--- src/rtl/instr_encoder.sv ---
// instr_encoder: turns decoded MIPS operation descriptors (class, register fields, funct,
// immediate) back into 32-bit instruction words, each tagged with an incrementing
// instruction-memory word address. Intended as a program loader that fills instruction
// memory for the reference cores.
//
// Ports:
//   clk_i        rising-edge clock
//   rst_i        synchronous active-high reset
//   start_i      one-cycle pulse: address counter := BASE_ADDR, error count := 0
//   in_valid_i   descriptor valid
//   in_ready_o   descriptor accepted when in_valid_i & in_ready_o
//   in_class_i   00 R-type, 01 lw, 10 sw, 11 beq
//   in_rs_i      source register
//   in_rt_i      second source / load destination
//   in_rd_i      R-type destination
//   in_funct_i   R-type function code
//   in_imm_i     16-bit offset for lw/sw/beq
//   out_valid_o  instruction word valid
//   out_ready_i  consumer ready
//   out_instr_o  encoded instruction (head of the 2-entry buffer)
//   out_addr_o   word address of out_instr_o
//   err_pulse_o  one-cycle pulse: an illegal descriptor was dropped
//   err_count_o  saturating count of dropped descriptors
module instr_encoder #(
  parameter int unsigned ADDR_W    = 8,
  parameter int unsigned BASE_ADDR = 0
) (
  input  logic              clk_i,
  input  logic              rst_i,
  input  logic              start_i,
  input  logic              in_valid_i,
  output logic              in_ready_o,
  input  logic [1:0]        in_class_i,
  input  logic [4:0]        in_rs_i,
  input  logic [4:0]        in_rt_i,
  input  logic [4:0]        in_rd_i,
  input  logic [5:0]        in_funct_i,
  input  logic [15:0]       in_imm_i,
  output logic              out_valid_o,
  input  logic              out_ready_i,
  output logic [31:0]       out_instr_o,
  output logic [ADDR_W-1:0] out_addr_o,
  output logic              err_pulse_o,
  output logic [7:0]        err_count_o
);

  localparam logic [ADDR_W-1:0] BaseAddr = ADDR_W'(BASE_ADDR);

  logic [31:0]       mem_q [2];
  logic              rd_ptr_q, wr_ptr_q;
  logic [1:0]        count_q, count_d;
  logic [ADDR_W-1:0] addr_q;
  logic              err_pulse_q;
  logic [7:0]        err_count_q;

  logic        legal;
  logic [31:0] enc_instr;
  logic        accept, push, pop, drop;

  // Encoder and legality check.
  always_comb begin
    enc_instr = 32'h0;
    legal     = 1'b1;
    unique case (in_class_i)
      2'b00: begin
        enc_instr = {6'b000000, in_rs_i, in_rt_i, in_rd_i, 5'b00000, in_funct_i};
        unique case (in_funct_i)
          6'b100000, 6'b100010, 6'b100100, 6'b100101, 6'b101010: legal = 1'b1;
          default:                                               legal = 1'b0;
        endcase
      end
      2'b01: enc_instr = {6'b100011, in_rs_i, in_rt_i, in_imm_i};
      2'b10: enc_instr = {6'b101011, in_rs_i, in_rt_i, in_imm_i};
      2'b11: enc_instr = {6'b000100, in_rs_i, in_rt_i, in_imm_i};
      default: enc_instr = 32'h0;
    endcase
  end

  // Ready depends only on the occupancy register, never on in_* or out_ready_i.
  assign in_ready_o  = (count_q != 2'd2);
  assign out_valid_o = (count_q != 2'd0);
  assign out_instr_o = mem_q[rd_ptr_q];
  assign out_addr_o  = addr_q;
  assign err_pulse_o = err_pulse_q;
  assign err_count_o = err_count_q;

  // Illegal descriptors complete the handshake but never enter the buffer.
  assign accept = in_valid_i & in_ready_o;
  assign push   = accept & legal;
  assign drop   = accept & ~legal;
  assign pop    = out_valid_o & out_ready_i;

  always_comb begin
    count_d = count_q;
    unique case ({push, pop})
      2'b10:   count_d = count_q + 2'd1;
      2'b01:   count_d = count_q - 2'd1;
      default: count_d = count_q;
    endcase
  end

  always_ff @(posedge clk_i) begin
    if (rst_i) begin
      mem_q[0]    <= 32'h0;
      mem_q[1]    <= 32'h0;
      rd_ptr_q    <= 1'b0;
      wr_ptr_q    <= 1'b0;
      count_q     <= 2'd0;
      addr_q      <= BaseAddr;
      err_pulse_q <= 1'b0;
      err_count_q <= 8'd0;
    end else begin
      if (push) begin
        mem_q[wr_ptr_q] <= enc_instr;
        wr_ptr_q        <= ~wr_ptr_q;
      end
      if (pop) begin
        rd_ptr_q <= ~rd_ptr_q;
      end
      count_q     <= count_d;
      err_pulse_q <= drop;
      // start overrides both a concurrent pop and a concurrent drop.
      if (start_i) begin
        err_count_q <= 8'd0;
      end else if (drop && (err_count_q != 8'hFF)) begin
        err_count_q <= err_count_q + 8'd1;
      end
      if (start_i) begin
        addr_q <= BaseAddr;
      end else if (pop) begin
        addr_q <= addr_q + 1'b1;
      end
    end
  end

endmodule

--- config.mk ---
export PLATFORM = sky130hd
export DESIGN_NAME = instr_encoder
export DESIGN_NICKNAME = d
export VERILOG_FILES = /design/src/rtl/instr_encoder.sv
export SDC_FILE = /design/constraint.sdc
export NUM_CORES = 1
export LEC_CHECK = 0
export CORE_MARGIN = 5
export CORE_UTILIZATION = 50
export DETAILED_ROUTE_END_ITERATION = 8
export PLACE_DENSITY = 0.81
export SYNTH_ARGS = -nofsm -noshare
export SYNTH_HDL_FRONTEND = slang
export SYNTH_SLANG_ARGS = --single-unit
export TNS_END_PERCENT = 5
--- constraint.sdc ---
create_clock -name clk_i -period 3 [get_ports clk_i]
set_input_delay 0.3 -clock clk_i [delete_from_list [all_inputs] [get_ports clk_i]]
set_output_delay 0.3 -clock clk_i [all_outputs]
set_load 0.03 [all_outputs]
# Word-level counts from Yosys, hierarchy flattened
# Memory sizes are Yosys's and may differ from the RTL's. A register that Yosys moved wholly into a read port is not among the register bits.
# Index checks and enable logic that the tools add are counted.
# word_totals
regBits,21
ramBits,64
out_inout_bits,51
elab_cells,51
mem_count,1
# op_classes
add_sub_neg,4
eq_ne,12
mux,14
bitwise_logic,7
n_reduce_logical,7
# mem_list
name,words,width,rd,rd_ports_with_merged_regs,write_ports,line,rtl
mem_q,2,32,1,1,2,49,logic [31:0] mem_q [2];
# ops
cell,count
$pmux W32 S4,1
$mux W32,1
$reduce_or A32 Y1,1
$eq A6 B6 Y1 const B,5
$add A8 B1 Y8 const B,2
$mux W1,11
$ne A8 B8 Y1 const B,1
$eq A2 B2 Y1 const B,3
$reduce_or A5 Y1,1
$and A1 B1 Y1,4
$eq A2 B1 Y1 const B,2
$pmux W2 S2,1
$reduce_bool A2 Y1,2
$not A1 Y1,3
$add A2 B1 Y2 const B,1
$logic_not A2 Y1,1
$ne A2 B2 Y1 const B,1
$reduce_or A2 Y1,1
$sub A2 B1 Y2 const B,1
$logic_and A1 B1 Y1,1

# Depth between registers and ports, before layout
# depth
depth_word,10
depth_mapped,11
depth_no_buf,9

# Worst setup path after synthesis
# No wires, ideal clock.
# synth_timing
path_kind,input-to-reg
from,input port in_funct_i[1]
to,"memory mem_q[0][0], enable pin"
setup_time_ns,0.393
t_arrival_ns,2.091
required_ns,2.607
slack_ns,0.516
cell_stages,6
n_path_buf,1
path_cell_list,mux2_4 o41a_4 nor2_8 buf_8 inv_2 o21bai_2
# synth_lines
element,line,rtl
"start, declared",37,"input logic [5:0] in_funct_i,"
"end, declared",49,

==> flow_results.org <==
** CTS
- Number of clock sinks :: 80
- Clock-pin slew was measured on the worst setup and hold paths at about 80 ps.
- Maximum clock path buffer count :: 2
- In this run, CTS created clock tree buffers numbering 9.
- After clock tree synthesis, the repair step resized 0 gates.
- CTS root buf :: sky130_fd_sc_hd__clkbuf_8
- TritonCTS built the clock tree.
- Clock Latency Late Sink :: approximately 360 ps
- The H-tree generated during clock tree synthesis spans 3 levels.
- Number of hold buffers added after CTS :: 0
- Post-CTS setup repair buffer count :: 0

** Synth
- Area of the mapped netlist :: between 3000 and 4000 sq um
- In this run, distinct cell masters in the synthesized netlist total between 50 and 60.
- Counting every instance in the synthesized netlist gives approximately 320.
- The most used flip-flop cell after synthesis is sky130_fd_sc_hd__edfxtp_1.
- The average instance in the mapped netlist occupies 12.22 sq um.
- Ranked by instance count, the synthesized netlist is headed by 58 x sky130_fd_sc_hd__edfxtp_1, 37 x sky130_fd_sc_hd__nor2_1, 29 x sky130_fd_sc_hd__mux2_2.
- In the synthesized netlist the async set-or-reset flop fraction comes to 0.
- Most instantiated library cell after synthesis :: sky130_fd_sc_hd__edfxtp_1
- Synthesis produced a netlist with a net count of ~370.
- Number of flip-flops and latches in the synthesized netlist :: 80
- Library cell occupying the most area in the post-synthesis netlist :: sky130_fd_sc_hd__edfxtp_1
- Yosys attributes the largest share of cell area to sky130_fd_sc_hd__edfxtp_1 44%, sky130_fd_sc_hd__dfxtp_1 11%, sky130_fd_sc_hd__mux2_2 8.3%, sky130_fd_sc_hd__nor2_1 3.5%, sky130_fd_sc_hd__and3_1 3.5%.
- Warnings, synthesis :: 0
- In this run, synthesis inferred between 50 and 60 flip-flops with an integrated enable.
- Portion of the post-synthesis area used by sequential elements :: 0.5563
- Of the post-synthesis cell area, the dominant cell type holds 0.4440.

** Critical path
- Worst R2R Setup Slack :: 980 ps
- Reg-to-reg endpoint :: count_q[1]
- Worst endpoint data arrival time :: 2090 ps
- RR Startpoint :: count_q[0]
- CP Launch Type :: register
- Counting cells, the worst reg-to-reg path comes to 5.
- Of all nets on the critical path, the largest fanout is 29.
- Type of destination of the critical path :: output pin
- The worst setup path is of the register to output pin kind.
- STA puts the critical path data required time at between 2000 and 3000 ps.

** Layout
- At the end of the flow the core is filled with cells to 0.6668.
- Final instance area :: between 5000 and 6000 sq um
- Fraction of layout instances using a drive strength above 1 :: 0.1823
- Synth-to-Final Area Change :: 30.69%
- At the end of the flow, the number of nets in the layout was 465.
- The filler cells instantiated in the layout total a little under 600.
- The repair_antennas step left the layout with diodes totalling 0.
- Leaving out filler cells and counting taps, the final layout contains ~520.

** Detailed routing
- Drt wl/cell :: about 16 um
- Iter 0 DRT Violations :: 173
- Wirelength, routed :: 8505 um
- Avg Vias per Cell :: around 5.4
- In this run the remaining antenna-violating nets after routing total 0.
- Routed vias :: between 2000 and 3000
- DRC violations left :: 0
- The first detailed-routing pass ran for 5 iterations.

** Place
- Routability-driven placement finished with a final weighted congestion of 0.8178.
- In this run the cell area measured after placement is 4922 sq um.
- Placed instance count :: between 500 and 600
- During placement, the flow inserted port buffers numbering 93.
- Detailed placement HPWL :: approximately 6100 um

** Global route
- Vias in the first global route :: between 2000 and 3000
- Number of antenna violations at the first check in global routing :: 0
- Entering global routing, the biggest net connects 30 pins.
- Summed over all layers, the global routing overflow is 0.
- For this run, the total global-route usage over all layers was measured as 0.1783.
- The first global-routing pass estimated 13760 um of wire.

** Worst hold path
- Instance count along the most critical hold path :: 2
- Worst min-delay path startpoint :: out_addr_o[1]
- The worst hold path terminates at out_addr_o[1].
- Worst hold-check path type :: register to register

** STA
- Final worst path period share :: 0.7971
- The worst pin sits at a relative slew slack of 0.3826.
- Timing-limited maximum frequency :: about 420 MHz
- Accumulated negative setup slack :: 0 ps
- Between clock sinks in the finished design, the worst skew comes to 8.800 ps.
- The final hold violation count came to 0.
- Number of endpoints failing setup at the final stage :: 0
- Final critical delay including setup and external delays :: about 2400 ps
- Unrepaired setup endpoints after global routing :: false
- Transition time at the pin with the least slew margin :: 922.9 ps
- Final number of max-transition violations :: 0

** Floorplan
- The initial utilization of the core area, before any placement, comes to 0.5103.
- In this run the standard cell core region covers around 7700 sq um.
- Horizontal extent of the die :: around 99 um
- Height of the die :: about 99 um
- Placement Rows :: 32
- Count of boundary I/O pins :: 95
- Die area :: about 9700 sq um

** Power and ir drop
- The share of total power dissipated in the clock network is 0.242.
- The share of total power dissipated in combinational logic is 0.349.
- Seq pwr share :: 0.409
- The internal power of the cells totals between 2 and 2.5 mW.
- VDD sags by at most about 0.00049 V.
- Leakage component of the power :: 1.947 nW
- For this design the ratio of total power to cell area is ~650 nW/um^2.
- Of the total power, the share spent switching nets is 0.3336.
- Summed over all nets, the switching power comes to 1.111 mW.
- Total power for the finished layout comes to 3.332 mW.

** Flow run
- The tool flagged a number of max-cap violations equal to 0.

** Outcome
- Outcome :: finished clean
[metrics by stage]
step / setup WS (ps) / hold slack, ps
after floorplan: 516.3 / 479.4
after global routing: 542.9 / 546.2
after CTS: 595.6 / 515.7
after global placement: 379.5 / 484.4
after detailed placement: 319.1 / 500.5
final: 608.6 / 511.9
[cell families (layout without fill, tap and decap cells)]
group / count (synthesis) / count (layout) / synth area share
DFF: 80 / 80 / 0.5563
xor gates and xnor gates: 9 / 9 / 0.02009
and+or+nand+nor: 129 / 129 / 0.1927
adders and majority gates: 9 / 9 / 0.02871
other: 1 / 1 / 0.0009560
muxes: 33 / 33 / 0.09474
buffers and inverters: 28 / 124 / 0.04114
AOI/OAI and AO/OA: 32 / 32 / 0.06539
[cell type report]
class	instances	area [sq um]	share of cell area
Clock buffer	9	123.9	0.02416
Clock inverter	7	80.08	0.01562
Inverter	6	22.52	0.004393
Multi-Input combinational cell	213	1579	0.3080
Sequential cell	80	2182	0.4257
Tap cell	102	127.6	0.02490
Timing Repair Buffer	102	1011	0.1972
[per-layer routing]
layer	wire [um]	vias up	share of wire	track usage
li1	-	1366	-	-
met1	3423	1339	0.40	0.2054
met2	4498	84	0.53	0.3188
met3	450	14	0.053	0.04317
met4	133	0	0.016	0.06933
met5	0	-	0	0
[power groups by stage]
stage | clock network [mW] | logic (mW) | registers, mW
global route | 0.871 | 1.22 | 1.38
global placement | 0 | 1.15 | 1.38
floorplan | 0 | 0.757 | 1.38
finish | 0.806 | 1.16 | 1.36
detailed placement | 0 | 1.16 | 1.39
CTS | 0.820 | 1.17 | 1.37
[worst max-delay path: stages, from the launching register on]
cell	delay, ps
sky130_fd_sc_hd__dfxtp_1	320
sky130_fd_sc_hd__buf_4	350
sky130_fd_sc_hd__mux2_2	420
sky130_fd_sc_hd__clkdlybuf4s50_1	630
[layout by cell type, fill, tap and decap left out, types with 3 or more instances in the layout]
cell type / netlist / routed
sky130_fd_sc_hd__edfxtp_1: 58 / 58
sky130_fd_sc_hd__and4_1: 4 / 4
sky130_fd_sc_hd__nor4_1: 5 / 5
sky130_fd_sc_hd__and3_1: 22 / 22
sky130_fd_sc_hd__xor2_1: 4 / 4
sky130_fd_sc_hd__nor3_1: 5 / 5
sky130_fd_sc_hd__or3_1: 5 / 5
sky130_fd_sc_hd__buf_4: 3 / 8
sky130_fd_sc_hd__and3_2: 8 / 8
sky130_fd_sc_hd__inv_1: 4 / 4
sky130_fd_sc_hd__a22oi_1: 9 / 9
sky130_fd_sc_hd__clkdlybuf4s50_1: 0 / 93
sky130_fd_sc_hd__o21ai_0: 3 / 3
sky130_fd_sc_hd__dfxtp_1: 22 / 22
sky130_fd_sc_hd__o31ai_1: 3 / 3
sky130_fd_sc_hd__ha_1: 9 / 9
sky130_fd_sc_hd__nor2_1: 37 / 37
sky130_fd_sc_hd__nand4_1: 4 / 4
sky130_fd_sc_hd__mux2_2: 29 / 29
sky130_fd_sc_hd__a21oi_1: 7 / 7
sky130_fd_sc_hd__and2_1: 7 / 7
sky130_fd_sc_hd__mux2i_1: 3 / 3
sky130_fd_sc_hd__xnor2_1: 5 / 5
sky130_fd_sc_hd__clkbuf_8: 0 / 9
sky130_fd_sc_hd__nand2_1: 13 / 13
[worst max path at each step]
stage	start	to	slack, ps	cells past startpoint
after floorplan	in_funct_i[1]	mem_q[0][0]	520	6
after global placement	in_funct_i[1]	mem_q[1][11]	380	7
after detailed placement	in_funct_i[1]	mem_q[1][11]	320	7
after CTS	register	out_instr_o[26]	600	3
after global routing	register	out_instr_o[26]	540	3
final	register	out_instr_o[26]	610	3
[state kept, by name (all words and copies together) (netlist names), named ones only]
name and cells:
mem_q 58, out_addr_o 8, err_pulse_o 1, rd_ptr_q 1, err_count_o 8, wr_ptr_q 1
count_q 2
Power figures use the tool's default switching activity.
